==> config.mk <==
export PLATFORM = sky130hd
export DESIGN_NAME = byte_frame_loader
export DESIGN_NICKNAME = d
export VERILOG_FILES = /design/src/rtl/byte_frame_loader.sv
export SDC_FILE = /design/constraint.sdc
export NUM_CORES = 1
export LEC_CHECK = 0
export ABC_AREA = 1
export CAP_MARGIN = 20
export CELL_PAD_IN_SITES_DETAIL_PLACEMENT = 1
export CELL_PAD_IN_SITES_GLOBAL_PLACEMENT = 1
export CORE_UTILIZATION = 31
export DETAILED_ROUTE_END_ITERATION = 12
export PLACE_DENSITY_LB_ADDON = 0.1
export SYNTH_ARGS = -nofsm -noshare
export SYNTH_HDL_FRONTEND = slang
export SYNTH_SLANG_ARGS = --single-unit
export TNS_END_PERCENT = 10
==> constraint.sdc <==
create_clock -name clk -period 2.05 [get_ports clk]
set_input_delay 0.205 -clock clk [delete_from_list [all_inputs] [get_ports clk]]
set_output_delay 0.205 -clock clk [all_outputs]
set_load 0.02 [all_outputs]
==> src/rtl/byte_frame_loader.sv <==
// byte_frame_loader: collects one DEPTH-byte frame from a valid/ready stream into the
// source RAM, kicks the byte-to-word transfer FSM with a one-cycle op_mode pulse, and
// waits for its done flag before accepting the next frame.
// Optional build macro LOADER_TIMEOUT_EN adds a WAIT_DONE watchdog that aborts the
// frame after TIMEOUT cycles and raises the sticky err_timeout flag.
module byte_frame_loader #(
    parameter int DEPTH   = 32,
    parameter int AW      = $clog2(DEPTH),
    parameter int TIMEOUT = 256
) (
    input  logic          clk,
    input  logic          rst_n,
    input  logic [7:0]    in_data,
    input  logic          in_valid,
    output logic          in_ready,
    output logic          wr_en,
    output logic [AW-1:0] wr_add,
    output logic [7:0]    data_wr,
    output logic          op_mode,
    input  logic          done,
    output logic          busy,
    output logic          frame_done,
    output logic          err_timeout
);

    typedef enum logic [2:0] {
        IDLE,
        LOAD,
        DRAIN,
        START,
        WAIT_DONE
    } state_t;

    localparam logic [AW-1:0] LAST_ADDR = AW'(DEPTH - 1);

    state_t        state, state_n;
    logic [AW-1:0] wptr, wptr_n;
    logic          wr_en_n;
    logic [AW-1:0] wr_add_n;
    logic [7:0]    data_wr_n;
    logic          op_mode_n;
    logic          frame_done_n;
    logic          err_timeout_n;
    logic          accept;

`ifdef LOADER_TIMEOUT_EN
    localparam int TW = (TIMEOUT > 1) ? $clog2(TIMEOUT) : 1;
    localparam logic [TW-1:0] TIMEOUT_LAST = TW'(TIMEOUT - 1);
    logic [TW-1:0] tcount, tcount_n;
`endif

    // Only IDLE and LOAD can take bytes; anything past IDLE counts as a frame in flight.
    assign in_ready = (state == IDLE) || (state == LOAD);
    assign busy     = (state != IDLE);
    assign accept   = in_valid && in_ready;

    // State register plus every registered output; reset is synchronous and never touches RAM.
    always_ff @(posedge clk) begin
        if (!rst_n) begin
            state       <= IDLE;
            wptr        <= '0;
            wr_en       <= 1'b0;
            wr_add      <= '0;
            data_wr     <= 8'h00;
            op_mode     <= 1'b0;
            frame_done  <= 1'b0;
            err_timeout <= 1'b0;
`ifdef LOADER_TIMEOUT_EN
            tcount      <= '0;
`endif
        end else begin
            state       <= state_n;
            wptr        <= wptr_n;
            wr_en       <= wr_en_n;
            wr_add      <= wr_add_n;
            data_wr     <= data_wr_n;
            op_mode     <= op_mode_n;
            frame_done  <= frame_done_n;
            err_timeout <= err_timeout_n;
`ifdef LOADER_TIMEOUT_EN
            tcount      <= tcount_n;
`endif
        end
    end

    // Next-state and next-output decode; done is only looked at in WAIT_DONE so a stale flag is dropped.
    always_comb begin
        state_n       = state;
        wptr_n        = wptr;
        wr_en_n       = 1'b0;
        wr_add_n      = wr_add;
        data_wr_n     = data_wr;
        op_mode_n     = 1'b0;
        frame_done_n  = 1'b0;
        err_timeout_n = err_timeout;
`ifdef LOADER_TIMEOUT_EN
        tcount_n      = tcount;
`endif
        case (state)
            IDLE: begin
                if (accept) begin
                    wr_en_n       = 1'b1;
                    wr_add_n      = '0;
                    data_wr_n     = in_data;
                    wptr_n        = AW'(1);
                    err_timeout_n = 1'b0;
                    state_n       = LOAD;
                end
            end
            LOAD: begin
                if (accept) begin
                    wr_en_n   = 1'b1;
                    wr_add_n  = wptr;
                    data_wr_n = in_data;
                    if (wptr == LAST_ADDR) begin
                        state_n = DRAIN;
                    end else begin
                        wptr_n = wptr + 1'b1;
                    end
                end
            end
            DRAIN: begin
                op_mode_n = 1'b1;
                state_n   = START;
            end
            START: begin
`ifdef LOADER_TIMEOUT_EN
                tcount_n = '0;
`endif
                state_n = WAIT_DONE;
            end
            WAIT_DONE: begin
                if (done) begin
                    frame_done_n = 1'b1;
                    wptr_n       = '0;
                    state_n      = IDLE;
`ifdef LOADER_TIMEOUT_EN
                end else if (tcount == TIMEOUT_LAST) begin
                    err_timeout_n = 1'b1;
                    wptr_n        = '0;
                    state_n       = IDLE;
                end else begin
                    tcount_n = tcount + 1'b1;
`endif
                end
            end
            default: begin
                state_n = IDLE;
            end
        endcase
    end

endmodule

; After elaboration in Yosys (flattened, before gate mapping)
; Index checks and enable logic that the tools add are counted.
[op_classes]
n_addsub = 1
n_eq_ne = 10
mux = 16
n_reduce_logical = 13
[op_table]
columns = cell, n
row1 = 2-to-1 mux 5 bit, 6
row2 = case mux 3 bit (5 select lines), 1
row3 = case mux 5 bit (3 select lines), 1
row4 = 2-to-1 mux 3 bit, 4
row5 = case mux 5 bit (2 select lines), 1
row6 = != test 2 bit (second input constant), 4
row7 = equality test 3 x 2 -> 1 bit (second input constant), 2
row8 = AND reduction 2 bit, 3
row9 = nonzero test 3 bit, 2
row10 = adder 5 x 1 -> 5 bit (second input constant), 1
row11 = equality test 5 bit (second input constant), 1
row12 = AND reduction 5 bit, 1
row13 = AND reduction 4 bit, 1
row14 = equality test 3 x 1 -> 1 bit (second input constant), 1
row15 = equality test 3 bit (second input constant), 1
row16 = logical NOT 3 bit, 1
row17 = 2-to-1 mux 1 bit, 3
row18 = AND reduction 3 bit, 1
row19 = != test 2 x 1 -> 1 bit (second input constant), 1
row20 = nonzero test 2 bit, 1
row21 = OR reduction 2 bit, 1
row22 = logical AND 1 bit, 1
row23 = logical OR 1 bit, 1
[totals]
reg_bits = 24
out_inout_bits = 19
wordCells = 47

; Logic depth before layout (Yosys ltp)
; Gate-level depths: netlist of run 1.
[depth]
ltp_word = 5
ltp_mapped = 12
mapped_depth_nobuf = 12

; Least setup slack after synthesis of run 1
; Ideal clock, no wire load.
[synth_path]
kind = register to register
start = reg wptr[0]
end = reg wptr[1]
arrival_ns = 1.345
required_time_ns = 1.937
path_slack_ns = 0.592
stages_incl_launch_ff = 13
synth_period_minus_slack_ns = 1.458
cell_sequence = dfxtp_1 > ha_1 > nand2_1 > nor2_1 > ha_1 > inv_1 > nand3_1 > nand2_2 > inv_2 > nor2_4 > nand2_1 > nand2_1 > nor2_1
[synth_via]
elab_chain_len = 4
elab_cells_between_ends = 7
cone_classes = add/sub: 1 / eq/ne: 2 / mux: 3 / reduce/logical: 1
[synth_lines]
columns = item, line
row1 = "start, declared", 37  ; logic [AW-1:0] wptr, wptr_n;
row2 = "start signal, assigned", 73  ; wptr <= wptr_n;
row3 = adder 5 x 1 -> 5 bit, 118  ; wptr_n = wptr + 1'b1;
row4 = 2-to-1 mux 5 bit, 115  ; if (wptr == LAST_ADDR) begin
row5 = 2-to-1 mux 5 bit, 111  ; if (accept) begin
row6 = case mux 5 bit (3 select lines), 99  ; case (state)
; Several ways; a longest one is shown, not always the timed one. The select of a mux whose other input is x is not followed.
; A chain may end at the register's enable or synchronous reset.

; Worst setup path in the final report of run 1
[layout_path]
start = reg state[1]
end = out in_ready
[layout_via]
elab_chain_len = 2
elab_cells_between_ends = 3
cone_classes = eq/ne: 1 / reduce/logical: 2
[layout_lines]
columns = item, line
row1 = "start, declared", 36  ; state_t state, state_n;
row2 = "start signal, assigned", 72  ; state <= state_n;
row3 = equality test 3 x 1 -> 1 bit or logical NOT 3 bit (tied branches), 53  ; assign in_ready = (state == IDLE) || (state == LOAD);
row4 = logical OR 1 bit *, 53
row5 = "end, declared", 15  ; output logic in_ready,
; Mark *: on every way between the ends. The rest lies on a longest branch, timed or not.

==> impl_metrics.tcl, run 1 <==
set metrics [dict create \
    min_path_cells 3 \
    top_layer "met4" \
    cts_max_path_buffers 2 \
    hold_path_class "in2reg" \
    maxCapViolations 0 \
    crit_fanout 5 \
    gp_congestion 0.804 \
    crit_path_start_kind "flip-flop" \
    rr_worst_depth 10 \
    seq_power_share_pct 39.6 \
    wl_met3_microns 110 \
    ios 31 \
    wl_met1_mm 1.14 \
    clock_sinks 24 \
    io_buffers 29 \
    synthToLayoutAreaGrowth_pct 37.1 \
    cts.hold.buffers_added 0 \
    antenna_cells 0 \
    synth_commonest_cells "34 x nor2_1, 27 x nand2_1, 24 x dfxtp_1, 8 x a21oi_1, 8 x inv_1" \
    crit_type "reg2out" \
    switchingPower_uw 544 \
    slew_viol_final 0 \
    ys_seq_area_share_pct 47.1 \
    avgSynthCellArea_sq_um 7.24 \
    fin_cells 215 \
    cp.required_ps 1850 \
    ys_types 21 \
    grt_overflow_total 0 \
    initial_core_util_pct 33.2 \
    fin_setup_tns_ps 0 \
    synthesis.nets 155 \
    ant_nets 0 \
    grt_usage_pct 15.6 \
    drt_wl_total_mm 2.47 \
    numCtsBuffers 3 \
    synth_area_leader_cell "dfxtp_1" \
    die_w_microns 59.4 \
    drt-pass1-iter-count 4 \
    slowest_stage "clkdlybuf4s50_1" \
    place_inst 211 \
    worstPathArrival_ps 1670 \
    grt_max_degree 16 \
    post_cts_resized 0 \
    cp-end-kind "primary output" \
    remaining_drc_errors 0 \
    synth_cells 141 \
    cts_tree "yes" \
    synth_warnings 0 \
    antenna_found_initial 0 \
    rr_startpoint "wptr[0]" \
    worstSkewPairLatency_ps 310 \
    power_leakage_uw 0.000581 \
    rsz0062_at_grt "no" \
    via_per_inst 4.49 \
    path_buf_inv 2 \
    clk_pin_slew_ps 130 \
    wl_met2_mm 1.20 \
    fillers 413 \
    path_cells "inv_2 -> nand3_2 -> nand2_2 -> clkdlybuf4s50_1" \
    synthFlopType "dfxtp_1" \
    coreArea_sq_um 3080 \
    layout_min_cycle_time_ps 1880 \
    synth_edf_count 0 \
    hold_viol_final 0 \
    synth_top_area_share_pct 47.1 \
    r2r_setup_slack_ps 420 \
    critPathMaxStageDelay_ps 610 \
    place_hpwl_mm 1.95 \
    skew_ps 5.41 \
    grt_pass1_wl_mm 4.07 \
    post_cts_buffers 0 \
    r2r_end "wptr[0]" \
    setup_viol 0 \
    max_clock_freq_ghz 0.532 \
    critPathTopFamily "buffers and inverters" \
    rows 20 \
    pwr-share-comb_pct 37.8 \
    min_from "done" \
    clkPwrFrac_pct 22.6 \
    vias 965 \
    clockRootBuffer "clkbuf_4" \
    netlist_area_sq_um 1020 \
    power.density_nw_per_um2 1080 \
    synthArstFlopShare_pct 0 \
    htreeDepth 1 \
    p_sw_share_pct 36.1 \
    die_h_microns 59.4 \
    drtIter0Drc 37 \
    fin_crit_sh_pct 91.6 \
    ir_worst_vdd_uv 466 \
    drive_gt1_share_pct 12.3 \
    p_int_uw 963 \
    wl_per_cell_microns 11.5 \
    status "finished clean" \
    grt_pass1_vias 964 \
    synthTopCellsByArea "dfxtp_1 47%, nor2_1 13%, nand2_1 9.9%, nand2_2 4.3%, a21oi_1 3.9%" \
    dieArea_sq_um 3530 \
    min_to "frame_done" \
    ys_ff_latch 24 \
    final_nets 186 \
    synth_most_common_cell "nor2_1" \
]
## worst max path at each step
stage	startpoint	cells past startpoint	end	slack [ps]
2_1_floorplan	wptr[0]	12	wptr[1]	590
3_3_place_gp	wptr[0]	12	wptr[1]	500
3_5_place_dp	wptr[0]	10	wptr[0]	420
4_1_cts	state[1]	4	in_ready	160
5_1_grt	state[2]	4	in_ready	90
6_report	state[1]	4	in_ready	170
## cells by family after synthesis
| kind of cell | after synthesis | share of synthesized area [%] |
|---|---|---|
| AO/OA/AOI/OAI | 19 | 9.56 |
| adder cells (fa/ha/maj) | 2 | 2.45 |
| other | 1 | 0.367 |
| flip-flops | 24 | 47.1 |
| AND/OR/NAND/NOR | 78 | 33.2 |
| buffers and inverters | 17 | 7.35 |
## stage by stage
stage	utilization [%]	instance area [sq um]	total power [uW]	hold slack, ps	worst slack (ps)
final	45.5	1400	1510	441	172
after global routing	45.5	1400	1620	442	85.7
after CTS	45.5	1400	1530	438	159
after detailed placement	43.8	1350	1190	454	424
after global placement	43.8	1350	1170	449	499
after floorplan	-	1020	981	341	592
## registers in the layout (all words and copies together) (netlist names)
signal      flops
state           3
wptr            5
frame_done      1
op_mode         1
data_wr         8
wr_add          5
wr_en           1
## cell usage in the layout, fill, tap and decap left out, drive strengths merged
cell type      instances
o21ai                 10
nor4                   1
nand4                  1
dfxtp                 24
a21oi                  8
nand2                 34
inv                   13
nor2                  37
bufinv                 1
ha                     2
conb                   1
clkdlybuf4s50         29
nand3                  5
a211oi                 1
buf                    1
clkbuf                 3
## layout make-up
type,count,area (sq um),share of cell area [%]
timing repair buffer,30,298,21.3
sequential,24,480,34.3
tap,44,55.1,3.93
inverter,13,48.8,3.49
clock buffer,3,22.5,1.61
multi-input combinational,100,465,33.2
clock inverter,1,30.0,2.14
## tightest hold or removal path: stages
cell,delay (ps)
clkdlybuf4s50_1,400
inv_1,70
nor4_1,50
## power groups by stage
stage,Combinational [uW],Sequential (uW),Clock [uW]
5_1_grt,638,608,373
6_report,570,597,341
3_3_place_gp,563,604,0
2_1_floorplan,335,646,0
3_5_place_dp,577,610,0
4_1_cts,580,599,351
## metal layers
layer	track usage [%]	vias to the layer above
met3	3.06	2
met1	18.2	446
met2	27.4	17
li1	-	500
met5	0	-
met4	6.46	0
Power figures use the tool's default switching activity.
==> run 2: changes to the inputs <==
--- a/config.mk
+++ b/config.mk
@@ -12,6 +12,7 @@
 export CORE_UTILIZATION = 31
 export DETAILED_ROUTE_END_ITERATION = 12
 export PLACE_DENSITY_LB_ADDON = 0.1
+export SLEW_MARGIN = 20
 export SYNTH_ARGS = -nofsm -noshare
 export SYNTH_HDL_FRONTEND = slang
 export SYNTH_SLANG_ARGS = --single-unit
==> results of run 2 <==
Same layout as run 1: the final DEF is identical, and so are final timing and power.
